===== src/rtl/monostable_pulse_pkg.sv =====
// Shared control types for the one-shot pulse generator.
// Holds the FSM state encoding and the idle trigger code.
package monostable_pulse_pkg;

  typedef enum logic {
    IDLE   = 1'b0,
    ACTIVE = 1'b1
  } state_t;

  localparam logic [1:0] TRIG_IDLE = 2'b00;

endpackage


===== src/rtl/monostable_pulse_if.sv =====
// Trigger/pulse bundle between a requester and the one-shot.
// The master drives the trigger code; the slave returns the pulse.
interface monostable_pulse_if;
  import monostable_pulse_pkg::*;

  logic [1:0] trigger;
  logic       pulse;

  modport master (
    output trigger,
    input  pulse
  );

  modport slave (
    input  trigger,
    output pulse
  );

endinterface


===== src/rtl/monostable_pulse_sync_ff.sv =====
// N-stage bit-vector synchronizer with async active-low clear.
// Reusable for any asynchronous control input.
module sync_ff #(
  parameter int W = 1,
  parameter int N = 2
) (
  input  logic         clk,
  input  logic         rst_n,
  input  logic [W-1:0] d,
  output logic [W-1:0] q
);

  logic [N-1:0][W-1:0] st;

  always_ff @(posedge clk or negedge rst_n) begin
    if (!rst_n) begin
      st <= '0;
    end else begin
      st <= {st[N-2:0], d};
    end
  end

  assign q = st[N-1];

endmodule


===== src/rtl/monostable_pulse.sv =====
// One-shot: fires a PULSE_CYCLES-wide strobe on each
// change of the synchronized trigger to a new non-zero code.
module monostable_pulse
  import monostable_pulse_pkg::*;
#(
  parameter int PULSE_CYCLES = 1,
  parameter int SYNC_STAGES  = 2
) (
  input  logic           reloj,
  input  logic           resetM,
  monostable_pulse_if.slave bus
);

  localparam int CW = $clog2(PULSE_CYCLES + 1);
  localparam logic [CW-1:0] LOAD = CW'(PULSE_CYCLES - 1);

  logic [1:0]    trig_s;
  logic [1:0]    trig_p;
  logic          evt;
  state_t        state;
  logic [CW-1:0] cnt;
  logic          pulse_q;

  sync_ff #(
    .W (2),
    .N (SYNC_STAGES)
  ) u_sync (
    .clk   (reloj),
    .rst_n (resetM),
    .d     (bus.trigger),
    .q     (trig_s)
  );

  // trig_p tracks even while ACTIVE so dropped changes never fire later
  always_ff @(posedge reloj or negedge resetM) begin
    if (!resetM) begin
      trig_p <= TRIG_IDLE;
    end else begin
      trig_p <= trig_s;
    end
  end

  assign evt = (trig_s != trig_p) && (trig_s != TRIG_IDLE);

  always_ff @(posedge reloj or negedge resetM) begin
    if (!resetM) begin
      state   <= IDLE;
      cnt     <= '0;
      pulse_q <= 1'b0;
    end else begin
      unique case (state)
        IDLE: begin
          if (evt) begin
            state   <= ACTIVE;
            cnt     <= LOAD;
            pulse_q <= 1'b1;
          end
        end
        ACTIVE: begin
          if (cnt != '0) begin
            cnt <= cnt - CW'(1);
          end else begin
            state   <= IDLE;
            pulse_q <= 1'b0;
          end
        end
      endcase
    end
  end

  assign bus.pulse = pulse_q;

endmodule


===== src/flat_wrapper.sv =====
// flat-port wrapper written by rule: the top's interface ports become plain ports
module monostable_pulse_flat import monostable_pulse_pkg::*;
#(
  parameter int PULSE_CYCLES = 1,
  parameter int SYNC_STAGES  = 2
)
  (reloj, resetM, bus_trigger, bus_pulse);
  monostable_pulse_if bus_i ();
  input  logic reloj;
  input  logic resetM;
  input wire logic [$bits(bus_i.trigger)-1:0] bus_trigger;
  output wire logic [$bits(bus_i.pulse)-1:0] bus_pulse;
  assign bus_i.trigger = bus_trigger;
  assign bus_pulse = bus_i.pulse;
  monostable_pulse #(.PULSE_CYCLES(PULSE_CYCLES), .SYNC_STAGES(SYNC_STAGES)) u_core (.reloj(reloj), .resetM(resetM), .bus(bus_i));
endmodule

===== config.mk =====
export PLATFORM = sky130hd
export DESIGN_NAME = monostable_pulse_flat
export DESIGN_NICKNAME = d
export VERILOG_FILES = /design/src/rtl/monostable_pulse_pkg.sv /design/src/rtl/monostable_pulse_if.sv /design/src/rtl/monostable_pulse_sync_ff.sv /design/src/rtl/monostable_pulse.sv /design/src/flat_wrapper.sv
export SDC_FILE = /design/constraint.sdc
export NUM_CORES = 1
export LEC_CHECK = 0
export ABC_AREA = 1
export CORE_AREA = 2 2 39 41
export CTS_BUF_LIST = sky130_fd_sc_hd__clkbuf_8
export DETAILED_ROUTE_END_ITERATION = 10
export DIE_AREA = 0 0 41 43
export GPL_TIMING_DRIVEN = 0
export HOLD_SLACK_MARGIN = 0.02
export SETUP_SLACK_MARGIN = 0.5
export SLEW_MARGIN = 20
export SYNTH_ARGS = -nofsm -noshare
export SYNTH_HDL_FRONTEND = slang
export SYNTH_SLANG_ARGS = --single-unit

===== constraint.sdc =====
create_clock -name reloj -period 1.5 [get_ports reloj]
set_input_delay 0.225 -clock reloj [delete_from_list [all_inputs] [get_ports reloj]]
set_output_delay 0.225 -clock reloj [all_outputs]
set_load 0.03 [all_outputs]

# Word-level counts from Yosys, hierarchy flattened
# Cells that the tools add are included.
# word_totals
ff_bits	9
out_inout_bits	1
# op_classes
mux	9
bitwise_logic	1
n_reduce_logical	3
eq_ne	3
addsub	1
# op_table
cell	count
2-to-1 mux 1 bit	6
one-hot mux 1 bit (2 select lines)	3
inequality test 2 x 1 -> 1 bit (second input constant)	1
inequality test 2 bit	1
inequality test 2 bit (second input constant)	1
AND reduction 2 bit	1
nonzero test 2 bit	1
logical AND 1 bit	1
NOT 1 bit	1
subtractor 1 bit (second input constant)	1

# Logic depth before layout (Yosys ltp)
# Gate-level depths: netlist of run 1.
# logic_depth
ltp_word	4
depth_mapped	7
mapped_depth_nobuf	7

# Modules after synthesis
# A second synthesis of run 1 with hierarchy kept.
# unflattened
cells_unflattened	24
area_unflattened_um2	267.8
# by_module_without_submodules
module	cells_per_inst	n_inst	area_per_inst_um2
monostable_pulse	18	1	152.6
sync_ff	6	1	115.1

# Worst setup path before layout of run 1
# No wires, ideal clock.
# synth_path
kind	reg-to-reg
startpoint	register u_core.u_sync.st, in the netlist u_core.u_sync.q[1]
endpoint	register u_core.pulse_q (netlist: u_core.bus.pulse)
slack_ns	0.742
path_stages_with_launch	8
t_required_ns	1.382
path_buffers	0
arrival_time_ns	0.640
cell_sequence	dfrtp_1 inv_1 nand2_1 nand2_1 nand2_1 nand2_1 nand2_1 nand2_1
# synth_via
elab_chain_cells	4
word_cells_on_any_way	5
cone_classes	eq/ne (2); reduce/logical (3)
# synth_lines
element	line	source
from (decl)	monostable_pulse_sync_ff.sv:13	logic [N-1:0][W-1:0] st;
from (signal assigned)	monostable_pulse_sync_ff.sv:19	st <= {st[N-2:0], d};
inequality test 2 bit / nonzero test 2 bit (equally long branches)	monostable_pulse.sv:43	assign evt = (trig_s != trig_p) && (trig_s != TRIG_IDLE);
logical AND 1 bit (*)	monostable_pulse.sv:43	
inequality test 2 x 1 -> 1 bit (no line) (*)	n/a	
AND reduction 2 bit (no line) (*)	n/a	
to (signal assigned)	monostable_pulse.sv:49	pulse_q <= 1'b0;
to (signal assigned)	monostable_pulse.sv:56	pulse_q <= 1'b1;
to (signal assigned)	monostable_pulse.sv:64	pulse_q <= 1'b0;
to (decl)	monostable_pulse.sv:22	logic pulse_q;
# Mark *: on every way between the ends. The rest lies on a longest branch, timed or not.
# A chain may end at the register's enable or synchronous reset.

# Worst setup path in the final report of run 1
# layout_path
startpoint	register u_core.pulse_q (netlist: u_core.bus.pulse)
endpoint	output bus_pulse
# layout_rtl
element	line	source
to (decl)	flat_wrapper.sv:12	output wire logic [$bits(bus_i.pulse)-1:0] bus_pulse;
# No word-level cell between the ends.

==> impl_metrics.toml, run 1 <==
[global_routing]
gr-total-overflow = 0
use_met2_pct = 6.875
grt_start_max_net_pins = 9
grt_pass1_vias = 170
antenna_found_initial = 0
met1_usage_pct = 5.424
grtUsageTotal_pct = 5.714
grt_pass1_wl_um = 586
grt-busiest-layer = "met4"
gr-usage-met3_pct = 3.141

[critical_path]
crit_fanout = 2
worst-path-buf-inv = 1
crit_slowest_cell = "dfrtp_1"
end_kind = "primary output"
r2r_end = "u_core.bus.pulse$_DFFE_PN0P_"
cp_top_family = "flip-flops"
worstSetupPathType = "flip-flop to primary output"
startpoint_type = "flip-flop"
ff2ff_path_depth = 7
arrival_ns = 0.74
rrSetupSlack_ns = 0.67
required_ns = 1.27
timing.rr.start = "u_core.u_sync.q[1]$_DFF_PN0_"
max_stage_delay_ns = 0.38
crit_chain = "buf_6"

[synth]
synth_cell_type_count = 3
synth_area_um2 = 252.7
ys_ff_latch = 8
synth_nets = 26
yosysWarnings = 0
ys_seq_area_share_pct = 79.21
synthCells = 22
syn_avg_cell_area_um2 = 11.49

[floorplan]
die_w_um = 41
core-area_um2 = 1384
fp-row-count = 14
die_area_um2 = 1763
start_util_pct = 18.26
die_h_um = 43
io_pins = 5

[power_and_ir_drop]
power.density_nw_per_um2 = 1514
p_leak_uw = 0.0001830
p_total_uw = 538.2
ir_drop_uv = 566.5

[detailed_routing]
drtAntennaViolNets = 0
drcViolationCount = 0
drt_first_pass_iters = 1
routed_wl_um = 326
drt_iter0_drc = 0
via_count = 153
viasPerCell = 3.400
wl_per_cell_um = 7.244

[clock_tree]
cts_made_buffers = 3
clock_path_buffers = 2
path_clk_slew_ns = 0.04
clock-root-buffer = "clkbuf_8"
insertion_delay_ns = 0.22
cts_tree = "built"
h-tree-depth = 1
clock-sinks = 8
cts-hold-fix-buffers = 0

[timing]
hold_ws_ns = 0.2735
setup_tns_ns = 0
rsz0062_at_grt = "false"
clock_skew_ns = 0.0009783
finalCriticalPeriod_ns = 0.9678
worst_pin_slew_ns = 0.3365
setup_violations = 0
slew_headroom_pct = 77.50
fin_crit_sh_pct = 64.52
fmax_mhz = 1033
finalHoldViolCount = 0
slew_viol_final = 0

[flow_run]
maxCapViolCount = 0

[finish]
design_area_um2 = 355.3
layout.nets = 35
layout-drive-gt1-share_pct = 13.79
antenna_cells = 0
area_growth_pct = 40.59
fin_cells = 45

[status]
status = "complete, no violations"

[placement]
placed_area_um2 = 312.8
finalWeightedCongestion = 0.6389
dp_cells = 42
port_buffers = 4

[worst_hold_path]
hold_class = "input port to asynchronous set/reset pin"
## cell usage in the layout, fill, tap and decap left out, drive strengths merged
master / n
clkdlybuf4s50: 3
buf: 1
dfrtp: 8
clkbuf: 3
nand2: 10
inv: 4
## layout make-up
cell class                      count  area, µm²
Timing Repair Buffer                4      41.29
Multi-Input combinational cell     10      37.54
Sequential cell                     8      200.2
Clock buffer                        3      41.29
Inverter                            4      15.01
Fill cell                         143       1028
Tap cell                           16      20.02
## synthesized netlist by cell type
master	n	share of area [%]
inv_1	4	5.9
dfrtp_1	8	79
nand2_1	10	15
## stage by stage
stage | worst slack, ns | util, %
floorplan | 0.7421 | -
global placement | 0.2858 | 22.60
detailed placement | 0.2831 | 22.60
CTS | 0.5009 | 25.23
global route | 0.5065 | 25.68
finish | 0.5322 | 25.68
## per-layer routing
metal  wire [µm]  share of wire, %  vias up
li1            -                 -       77
met1         139                43       72
met2         170                52        4
met3          16               4.9        0
met4           0                 0        0
met5           0                 0        -
## worst max-delay path by stage
stage,cells after the start,slack (ns),endpoint,start
3_5_place_dp,1,0.28,bus_pulse,u_core.bus.pulse$_DFFE_PN0P_
6_report,1,0.53,bus_pulse,u_core.bus.pulse$_DFFE_PN0P_
3_3_place_gp,1,0.29,bus_pulse,u_core.bus.pulse$_DFFE_PN0P_
5_1_grt,1,0.51,bus_pulse,u_core.bus.pulse$_DFFE_PN0P_
2_1_floorplan,7,0.74,u_core.bus.pulse$_DFFE_PN0P_,u_core.u_sync.q[1]$_DFF_PN0_
4_1_cts,1,0.50,bus_pulse,u_core.bus.pulse$_DFFE_PN0P_
## power breakdown
group          switching, µW  internal (µW)
Clock                   71.6            173
Combinational           27.4           23.8
Sequential              8.63            234
## logic make-up after synthesis
kind of cell  count (synthesis)  share of synthesized area [%]
buf+inv                       4                          5.939
simple gates                 10                          14.85
flops                         8                          79.21
## sequential cells by signal, indices dropped and copies added, names as in the netlist
signal / flops
u_core.u_sync.st: 2
u_core.u_sync.q: 2
u_core.trig_p: 2
u_core.state: 1
u_core.bus.pulse: 1
## timing repair
| item | 4_1_cts | 5_1_grt |
|---|---|---|
| cloned | 0 | 0 |
| gates resized for setup | 5 | 3 |
| buffers inserted | 0 | 0 |
| setup endpoints to repair | 1 | 1 |
Power figures use the tool's default switching activity.
==> inputs of run 2 (changes only) <==
==> constraint.sdc (replaced) <==
create_clock -name reloj -period 1 [get_ports reloj]
set_input_delay 0.15 -clock reloj [delete_from_list [all_inputs] [get_ports reloj]]
set_output_delay 0.15 -clock reloj [all_outputs]
set_load 0.03 [all_outputs]
==> impl_metrics.toml, run 2 (same netlist as run 1, synthesis figures left out) <==
[finish]
layout-drive-gt1-share_pct = 19.35
design_area_um2 = 372.9
fill_cells = 145
antenna_cells = 0
area_growth_pct = 47.53
layout_common_cells = "10 x nand2_1, 8 x dfrtp_1, 4 x inv_1, 3 x clkbuf_8"
layout.nets = 37
final_common_cell = "nand2_1"
fin_cells = 47

[status]
violations = "negative hold slack"
status = "complete, but fails checks"

[detailed_routing]
routed_wl_um = 339
wl_per_cell_um = 7.213
drt_iter0_drc = 0
via_count = 160
drt_first_pass_iters = 1
drtAntennaViolNets = 0
drcViolationCount = 0
viasPerCell = 3.404

[clock_tree]
clock-sinks = 8
clock-root-buffer = "clkbuf_8"
clock_path_buffers = 2
path_clk_slew_ns = 0.04
cts_made_buffers = 3
cts-hold-fix-buffers = 0
insertion_delay_ns = 0.22
h-tree-depth = 1
cts_tree = "built"

[global_routing]
grt_start_max_net_pins = 9
grt_pass1_vias = 173
gr-total-overflow = 0
antenna_found_initial = 0
grt_pass1_wl_um = 600
grtUsageTotal_pct = 5.816

[timing]
setup_ws_ns = 0.1117
fin_crit_sh_pct = 88.83
finalHoldViolCount = 8
finalCriticalPeriod_ns = 0.8883
worst_pin_slew_ns = 0.3496
setup_violations = 0
setup_tns_ns = 0
hold_ws_ns = -0.1851
slew_viol_final = 0
rsz0062_at_grt = "true"
slew_headroom_pct = 76.66
fmax_mhz = 1126
clock_skew_ns = 0.0009208

[critical_path]
crit_chain = "buf_6"
arrival_ns = 0.74
max_stage_delay_ns = 0.38
end_kind = "primary output"
required_ns = 0.85
startpoint_type = "flip-flop"
worst-path-buf-inv = 1
crit_slowest_cell = "dfrtp_1"
worstSetupPathType = "flip-flop to primary output"
crit_fanout = 2
cp_top_family = "flip-flops"

[power_and_ir_drop]
pwr-share-seq_pct = 44.2
ir_drop_uv = 864.8
comb_power_share_pct = 11.2
power.density_nw_per_um2 = 2204
swShare_pct = 19.97
p_leak_uw = 0.0002016
switching_power_uw = 164.1
internal_power_uw = 657.6
clkPwrFrac_pct = 44.6

[placement]
place_ws_ns = -0.1419
placed_area_um2 = 312.8
finalWeightedCongestion = 0.6389
port_buffers = 4
dp_cells = 42

[floorplan]
fp-row-count = 14
start_util_pct = 18.26
die_area_um2 = 1763
core-area_um2 = 1384
die_w_um = 41
io_pins = 5
die_h_um = 43

[flow_run]
maxCapViolCount = 0

[worst_hold_path]
hold_class = "input port to asynchronous set/reset pin"
==> run 2: repair_timing <==
action | 4_1_cts | 5_1_grt
endpoints found under the setup margin | 5 | 13
resized for setup | 7 | 1
setup buffers | 1 | 1
endpoints found under the hold margin | 0 | 8
==> run 2: path summary, 6_finish.rpt <==
check	startpoint	to	slack, ns	cells after the start
max	u_core.bus.pulse$_DFFE_PN0P_	bus_pulse	0.11	1
min	resetM	u_core.u_sync.st[0]$_DFF_PN0_	-0.19	1
max reg2reg	u_core.u_sync.q[1]$_DFF_PN0_	u_core.bus.pulse$_DFFE_PN0P_	0.17	5
min reg2reg	u_core.u_sync.st[0]$_DFF_PN0_	u_core.u_sync.q[0]$_DFF_PN0_	0.35	0
max in group asynchronous	resetM	u_core.u_sync.q[1]$_DFF_PN0_	0.93	1
min in group reloj	u_core.u_sync.st[0]$_DFF_PN0_	u_core.u_sync.q[0]$_DFF_PN0_	0.35	0
==> run 2: layout make-up <==
class / count / area, µm² / share of cell area, %
Sequential cell: 8 / 200.2 / 53.69
Timing Repair Buffer: 6 / 58.81 / 15.77
Tap cell: 16 / 20.02 / 5.369
Multi-Input combinational cell: 10 / 37.54 / 10.07
Inverter: 4 / 15.01 / 4.027
Clock buffer: 3 / 41.29 / 11.07
==> run 2: routing by layer <==
metal  up-vias  global-route usage, %  part of all wire (%)
met1        76                  5.763                    41
met4         0                  8.000                     0
met3         0                  3.141                   4.7
met5         -                      0                     0
met2         4                  6.875                    54
li1         80                      -                     -
==> run 2: power groups by stage <==
| stage | sequential, µW | clock [µW] | combinational, µW |
|---|---|---|---|
| CTS | 364 | 386 | 90.9 |
| global placement | 365 | 0 | 75.3 |
| floorplan | 382 | 0 | 21.2 |
| finish | 363 | 366 | 92.3 |
| global route | 366 | 399 | 103 |
| detailed placement | 367 | 0 | 76.6 |
==> run 2: through the flow <==
step	utilization, %	power (µW)
3_3_place_gp	22.60	440.7
3_5_place_dp	22.60	443.8
5_1_grt	26.94	869.0
4_1_cts	26.22	841.4
6_report	26.94	821.8
2_1_floorplan	-	403.3
